`src/rtl/xyz_reg_ctrl.sv`:
```
`default_nettype none
// ============================================================================
// Module  : xyz_reg_ctrl
// Brief   : Register bank owner with reset-time INIT sequencing and
//           round-robin sharing between a bus frontdoor (m0) and a debug
//           backdoor (m1). Optional per-register parity: XYZ_REG_PARITY_EN.
// Revision: 1.0 - initial release
// ============================================================================
module xyz_reg_ctrl #(
  parameter int              NREGS     = 2,
  parameter int              AW        = 1,
  parameter int              DW        = 32,
  parameter logic [DW-1:0]   RESET_VAL = '0
) (
  input  logic          clk,
  input  logic          r,
`ifdef XYZ_REG_PARITY_EN
  input  logic          par_inj,
`endif
  output logic          busy,
  input  logic          m0_req,
  input  logic          m0_we,
  input  logic [AW-1:0] m0_addr,
  input  logic [DW-1:0] m0_wdata,
  output logic          m0_gnt,
  output logic          m0_rvalid,
  output logic [DW-1:0] m0_rdata,
  output logic          m0_err,
  input  logic          m1_req,
  input  logic          m1_we,
  input  logic [AW-1:0] m1_addr,
  input  logic [DW-1:0] m1_wdata,
  output logic          m1_gnt,
  output logic          m1_rvalid,
  output logic [DW-1:0] m1_rdata,
  output logic          m1_err
);

  localparam int IW = (NREGS > 1) ? $clog2(NREGS) : 1;

  typedef enum logic [0:0] {
    ST_INIT = 1'b0,
    ST_RUN  = 1'b1
  } state_t;

  state_t          r_state;
  state_t          w_state_nxt;
  logic [IW-1:0]   r_idx;
  logic [IW-1:0]   w_idx_nxt;
  logic [DW-1:0]   r_bank [NREGS];
  logic            r_rr_ptr;

  logic            r_m0_rvalid, r_m1_rvalid;
  logic [DW-1:0]   r_m0_rdata,  r_m1_rdata;
  logic            r_m0_err,    r_m1_err;

  logic            w_ok, w_gnt0, w_gnt1, w_any;
  logic            w_we, w_in_range, w_rd_err;
  logic [AW-1:0]   w_addr;
  logic [IW-1:0]   w_ridx;
  logic [DW-1:0]   w_wdata, w_rd_word;

  // Grants are combinational; r gates them so the edge coincident with reset never transfers.
  assign w_ok   = (r_state == ST_RUN) && !r;
  assign w_gnt0 = w_ok && m0_req && (!m1_req || !r_rr_ptr);
  assign w_gnt1 = w_ok && m1_req && (!m0_req ||  r_rr_ptr);
  assign w_any  = w_gnt0 || w_gnt1;

  assign w_we       = w_gnt1 ? m1_we    : m0_we;
  assign w_addr     = w_gnt1 ? m1_addr  : m0_addr;
  assign w_wdata    = w_gnt1 ? m1_wdata : m0_wdata;
  assign w_in_range = (32'(w_addr) < 32'(NREGS));
  assign w_ridx     = w_addr[IW-1:0];
  assign w_rd_word  = r_bank[w_ridx];

`ifdef XYZ_REG_PARITY_EN
  logic r_par [NREGS];
  assign w_rd_err = (^w_rd_word) != r_par[w_ridx];
`else
  assign w_rd_err = 1'b0;
`endif

  always_comb begin
    w_state_nxt = r_state;
    w_idx_nxt   = r_idx;
    if (r_state == ST_INIT) begin
      w_idx_nxt = r_idx + 1'b1;
      if (r_idx == IW'(NREGS - 1)) begin
        w_state_nxt = ST_RUN;
        w_idx_nxt   = '0;
      end
    end
  end

  always_ff @(posedge clk) begin
    if (r) begin
      r_state <= ST_INIT;
      r_idx   <= '0;
    end else begin
      r_state <= w_state_nxt;
      r_idx   <= w_idx_nxt;
    end
  end

  // Bank contents survive r; INIT is what brings them to RESET_VAL.
  always_ff @(posedge clk) begin
    if (!r) begin
      if (r_state == ST_INIT) begin
        r_bank[r_idx] <= RESET_VAL;
`ifdef XYZ_REG_PARITY_EN
        r_par[r_idx]  <= ^RESET_VAL;
`endif
      end else if (w_any && w_we && w_in_range) begin
        r_bank[w_ridx] <= w_wdata;
`ifdef XYZ_REG_PARITY_EN
        r_par[w_ridx]  <= (^w_wdata) ^ par_inj;
`endif
      end
    end
  end

  always_ff @(posedge clk) begin
    if (r) begin
      r_rr_ptr    <= 1'b0;
      r_m0_rvalid <= 1'b0;
      r_m1_rvalid <= 1'b0;
      r_m0_rdata  <= '0;
      r_m1_rdata  <= '0;
      r_m0_err    <= 1'b0;
      r_m1_err    <= 1'b0;
    end else begin
      r_m0_rvalid <= w_gnt0;
      r_m1_rvalid <= w_gnt1;
      r_m0_rdata  <= (w_gnt0 && !w_we && w_in_range) ? w_rd_word : '0;
      r_m1_rdata  <= (w_gnt1 && !w_we && w_in_range) ? w_rd_word : '0;
      r_m0_err    <= w_gnt0 && (!w_in_range || (!w_we && w_rd_err));
      r_m1_err    <= w_gnt1 && (!w_in_range || (!w_we && w_rd_err));
      if (w_gnt0) begin
        r_rr_ptr <= 1'b1;
      end else if (w_gnt1) begin
        r_rr_ptr <= 1'b0;
      end
    end
  end

  assign busy      = r || (r_state == ST_INIT);
  assign m0_gnt    = w_gnt0;
  assign m1_gnt    = w_gnt1;
  assign m0_rvalid = r_m0_rvalid;
  assign m1_rvalid = r_m1_rvalid;
  assign m0_rdata  = r_m0_rdata;
  assign m1_rdata  = r_m1_rdata;
  assign m0_err    = r_m0_err;
  assign m1_err    = r_m1_err;

endmodule
`default_nettype wire
```
`config.mk`:
```
export PLATFORM = sky130hd
export DESIGN_NAME = xyz_reg_ctrl
export DESIGN_NICKNAME = d
export VERILOG_FILES = /design/src/rtl/xyz_reg_ctrl.sv
export SDC_FILE = /design/constraint.sdc
export NUM_CORES = 1
export LEC_CHECK = 0
export BUFFER_PORTS_ARGS = -buffer_cell sky130_fd_sc_hd__buf_4
export CORE_UTILIZATION = 35
export CTS_BUF_LIST = sky130_fd_sc_hd__clkbuf_2 sky130_fd_sc_hd__clkbuf_4 sky130_fd_sc_hd__clkbuf_8
export CTS_CLUSTER_DIAMETER = 50
export CTS_CLUSTER_SIZE = 12
export DETAILED_ROUTE_END_ITERATION = 8
export SKIP_CTS_REPAIR_TIMING = 1
export SYNTH_ARGS = -nofsm -noshare
export SYNTH_HDL_FRONTEND = slang
export SYNTH_SLANG_ARGS = --single-unit
```
`constraint.sdc`:
```
create_clock -name clk -period 7 [get_ports clk]
set_clock_uncertainty 0.15 [all_clocks]
set_input_delay 0.7 -clock clk [delete_from_list [all_inputs] [get_ports clk]]
set_output_delay 0.7 -clock clk [all_outputs]
set_load 0.005 [all_outputs]
```
### Yosys cells after proc, flatten, opt, wreduce, memory -nomap -nowiden

Memory sizes are Yosys's and may differ from the RTL's.
Cells that the tools add are included.

* flip-flop bits (word level): 69
* RAM bits: 64
* bits of input ports: 72
* output and inout port bits: 71
* word-level logic and storage cells: 51
* memories kept: 1

Memories
* r_bank: words 2, width 32, rd ports 1, clocked after Yosys merged registers in 0, wr ports 1, line 50 `logic [DW-1:0] r_bank [NREGS];`

* add/subtract/negate cells: 1
* multiplexer cells: 18
* bitwise logic cells: 3
* reductions and logical operators: 21

Operators by type and width (number)
* $mux 32: 2
* $reduce_or 32->1: 1
* $mux 1: 16
* $logic_and 1x1->1: 8
* $logic_not 1->1: 5
* $logic_or 1x1->1: 4
* $reduce_or 2->1: 2
* $not 1->1: 3
* $reduce_bool 2->1: 1
* $add 1x1->1 const B: 1

### Depth between registers and ports, before layout

* word-level depth: 12
* mapped depth: 7
* mapped depth without buffers: 3

### Worst setup path before layout

Ideal clock, no wire load.

* kind: input-to-reg
* start: input r
* end: memory r_bank[0][0], enable pin
* setup time: 0.392 ns
* data arrival time: 2.281 ns
* required time: 6.458 ns
* path slack: 4.177 ns
* stages: 6
* buffers on the path: 3
* path through: buf_4 > and3b_1 > buf_2 > and3_4 > buf_6 > a221o_1

* longest elaborated chain between the ends: 12
* elaborated cells between the ends (all ways): 19

RTL lines
* start, declared: line 16 `input logic r,`
* $logic_not 1->1
* $logic_and 1x1->1: line 64 `assign w_ok = (r_state == ST_RUN) && !r;`
* $logic_and 1x1->1 (on tied branches) (2 in a row): line 66, 65
* $mux 1 / $logic_or 1x1->1 (equally long branches): line 69, 67
* $logic_and 1x1->1: line 113 `end else if (w_any && w_we && w_in_range) begin`
* $mux 1: line 113
* $mux 1: line 108 `if (r_state == ST_INIT) begin`
* $mux 1: line 107 `if (!r) begin`
* $mux 1 (implied by the code): line 114 `r_bank[w_ridx] <= w_wdata;`
* $reduce_or 32->1 (no line)
* $mux 1 (no line)
* end, declared: line 50

Several ways; a longest one is shown, not always the timed one.

### Final worst setup path

* start: register r_state
* end: memory r_bank[0][27], enable pin

* longest elaborated chain between the ends: 11
* elaborated cells between the ends (all ways): 19

RTL lines
* start, declared: line 46 `state_t r_state;`
* start signal, assigned: line 100 `r_state <= w_state_nxt;`
* $logic_and 1x1->1: line 64
* $logic_and 1x1->1 (on tied branches) (2 in a row): line 66, 65
* $mux 1 / $logic_or 1x1->1 (equally long branches): line 69, 67
* $logic_and 1x1->1: line 113
* $mux 1: line 113
* $mux 1: line 108
* $mux 1: line 107
* $mux 1 (implied by the code): line 114
* $reduce_or 32->1 (no line)
* $mux 1 (no line)

Several ways; a longest one is shown, not always the timed one.

==> run metrics <==
status complete, no violations; CP Data Arrival Time 3.22 ns; DP HPWL 8801 um; worst-path cell chain and3b_2, and3_4, a221o_2; slew at the pin closest to its max-slew limit 0.9468 ns; Syn Inst Count 498; max-slew violations 0; CTS Buf Count 17; gr ovfl total 0; Starting Density 35.79%; Placed Cells 808; Clock power frac 38.8%; Reg2Reg Setup Slack 3.70 ns; largest net degree at the start of global routing 67; Via Count 4194; most frequent cells in the layout buf_4 (142), dfxtp_1 (69), nand2b_1 (65), nand2_1 (64), edfxtp_1 (64); Post-Route WL 13990 um; Worst R2R Path Depth 3; DRT iter0 DRCs 322; max incr delay on CP 0.82 ns; diode count 0; final instance area 0.007172 mm^2; H-tree depth 4; number of I/O pins 143; Fin Hold WS 0.3345 ns; Die X 129.2 um; Pint 1.351 mW; die height 129.2 um; post-synthesis mux area share 0%; Layout area overhead 26.59%; fin crit period 3.297 ns; clk sinks 133; DR vias/cell 4.993; Post-Synth Adder-Cell Area 0%; crit path capture type flip-flop; # setup viols final 0; Slowest cell on crit path a221o_2; Startpoint Class flip-flop; Synth Area in Compound Gates 22.77%; relative slew slack 36.75%; final instance count without filler cells 840; wire length per cell 16.65 um; Post-Synth XOR/XNOR Area 0.1546%; Peak supply drop 0.0001221 V; die area 0.01670 mm^2; Worst Hold Class input pin to flip-flop; setup TNS 0 ns; final-report hold violation count 0; mapped cell area 0.005665 mm^2; crit share post-route 47.11%; Total Power 1.775 mW; Comb power frac 10.5%; initial antenna violation count 0; RSZ-0062 raised after global routing no; switching share of power 23.88%; largest family of logic cells by synthesized area compound AO/OA/AOI/OAI gates; Hold Path Depth 2; # rows 46; port bufs 140; CTS tree yes; net switching power 0.4240 mW; DRC 0; CTS root buffer clkbuf_8; Clock Latency Late Sink 0.44 ns; core area 0.01583 mm^2; sequential share of power 50.7%; pre-CTS setup slack 3.432 ns; YS warnings 0; leakage power 2.887 nW; first-pass GRT wire length 21520 um; RD Place Congestion 0.7980; #FFs+latches synth 133; gr usage total 17.30%; max-cap violation count 0; # nets final 683; Final Util 45.31%; share of cells above drive strength 1 31.89%; CTS Buffer Depth 2; CP Data Required Time 6.92 ns; simple-gate share of the synthesized area 13.36%; clk slew on worst S/H paths 0.07 ns; antenna viol nets, final 0; number of global-route vias before repair 4154; first-pass detailed-route iteration total 4; PD cells 247.5 mW/mm^2; setup ws final 3.703 ns; Yosys cell types 28; Worst Setup Path Type flip-flop to flip-flop; sequential-to-total area share from yosys stat 58.30%; Fmax 303.3 MHz; Cell Area, Placed 0.006744 mm^2; Syn Area/Cell 11.38 um^2; crit path max fanout 34; most common cell after layout, fill and taps aside buf_4
[layout make-up]
cell class / count / area (um^2)
timing repair buffer: 142 / 1066
sequential: 133 / 3303
multi-input combinational: 314 / 2093
tap: 216 / 270.3
clock inverter: 11 / 157.7
inverter: 3 / 11.26
clock buffer: 21 / 270.3
fill: 1466 / 8656
[cell families after synthesis]
group | count (synthesis)
XOR/XNOR | 1
other | 1
AO/OA/AOI/OAI | 168
AND/OR/NAND/NOR | 143
flip-flops | 133
buffers and inverters | 52
[layer usage]
| metal | up-vias | global-route usage [%] | wire, um |
|---|---|---|---|
| met5 | - | 0 | 0 |
| met4 | 0 | 7.128 | 236 |
| met3 | 19 | 3.799 | 788 |
| li1 | 2028 | - | - |
| met1 | 2023 | 21.62 | 5936 |
| met2 | 124 | 28.94 | 7026 |
[synth_stat cells, drive strengths merged]
library cell | instances | area share, %
a21oi | 35 | 4.2
nor3 | 1 | 0.088
nor2b | 1 | 0.11
clkbuf | 16 | 1.1
dfxtp | 69 | 24
conb | 1 | 0.066
buf | 33 | 4.1
xor2 | 1 | 0.15
and3b | 1 | 0.15
o21a | 32 | 4.2
edfxtp | 64 | 34
a211oi | 34 | 4.7
or3 | 1 | 0.11
inv | 3 | 0.20
nand2 | 64 | 4.2
a221o | 2 | 0.35
nor2 | 5 | 0.33
a22oi | 32 | 4.2
nand3b | 2 | 0.71
a22o | 32 | 4.9
and3 | 1 | 0.20
nand2b | 66 | 7.3
nor3b | 1 | 0.13
a311oi | 1 | 0.15
[registers in the layout, summed over array words and instances (netlist names)]
signal	flops
m0_rvalid	1
m1_rdata	32
r_bank	64
r_rr_ptr	1
r_state	1
r_idx	1
m1_rvalid	1
m0_rdata	32
[critical path: cells and delay by family, from the launching register on]
kind / cells / cell delay [ns]
compound gates: 1 / 0.82
flops: 1 / 0.60
simple gates: 2 / 1.34
[path summary, 6_finish.rpt]
| path | startpoint | endpoint |
|---|---|---|
| setup / recovery | r_state | r_bank[0][27] |
| hold / removal | r | r_rr_ptr |
| setup reg to reg | r_state | r_bank[0][27] |
| hold reg to reg | r_idx | r_state |
[power by group through the flow]
stage	sequential, mW	combinational (mW)	clock (mW)
global placement	0.914	0.184	0
CTS	0.900	0.188	0.701
finish	0.900	0.186	0.689
global route	0.905	0.205	0.732
detailed placement	0.917	0.187	0
floorplan	0.906	0.123	0
Power figures use the tool's default switching activity.
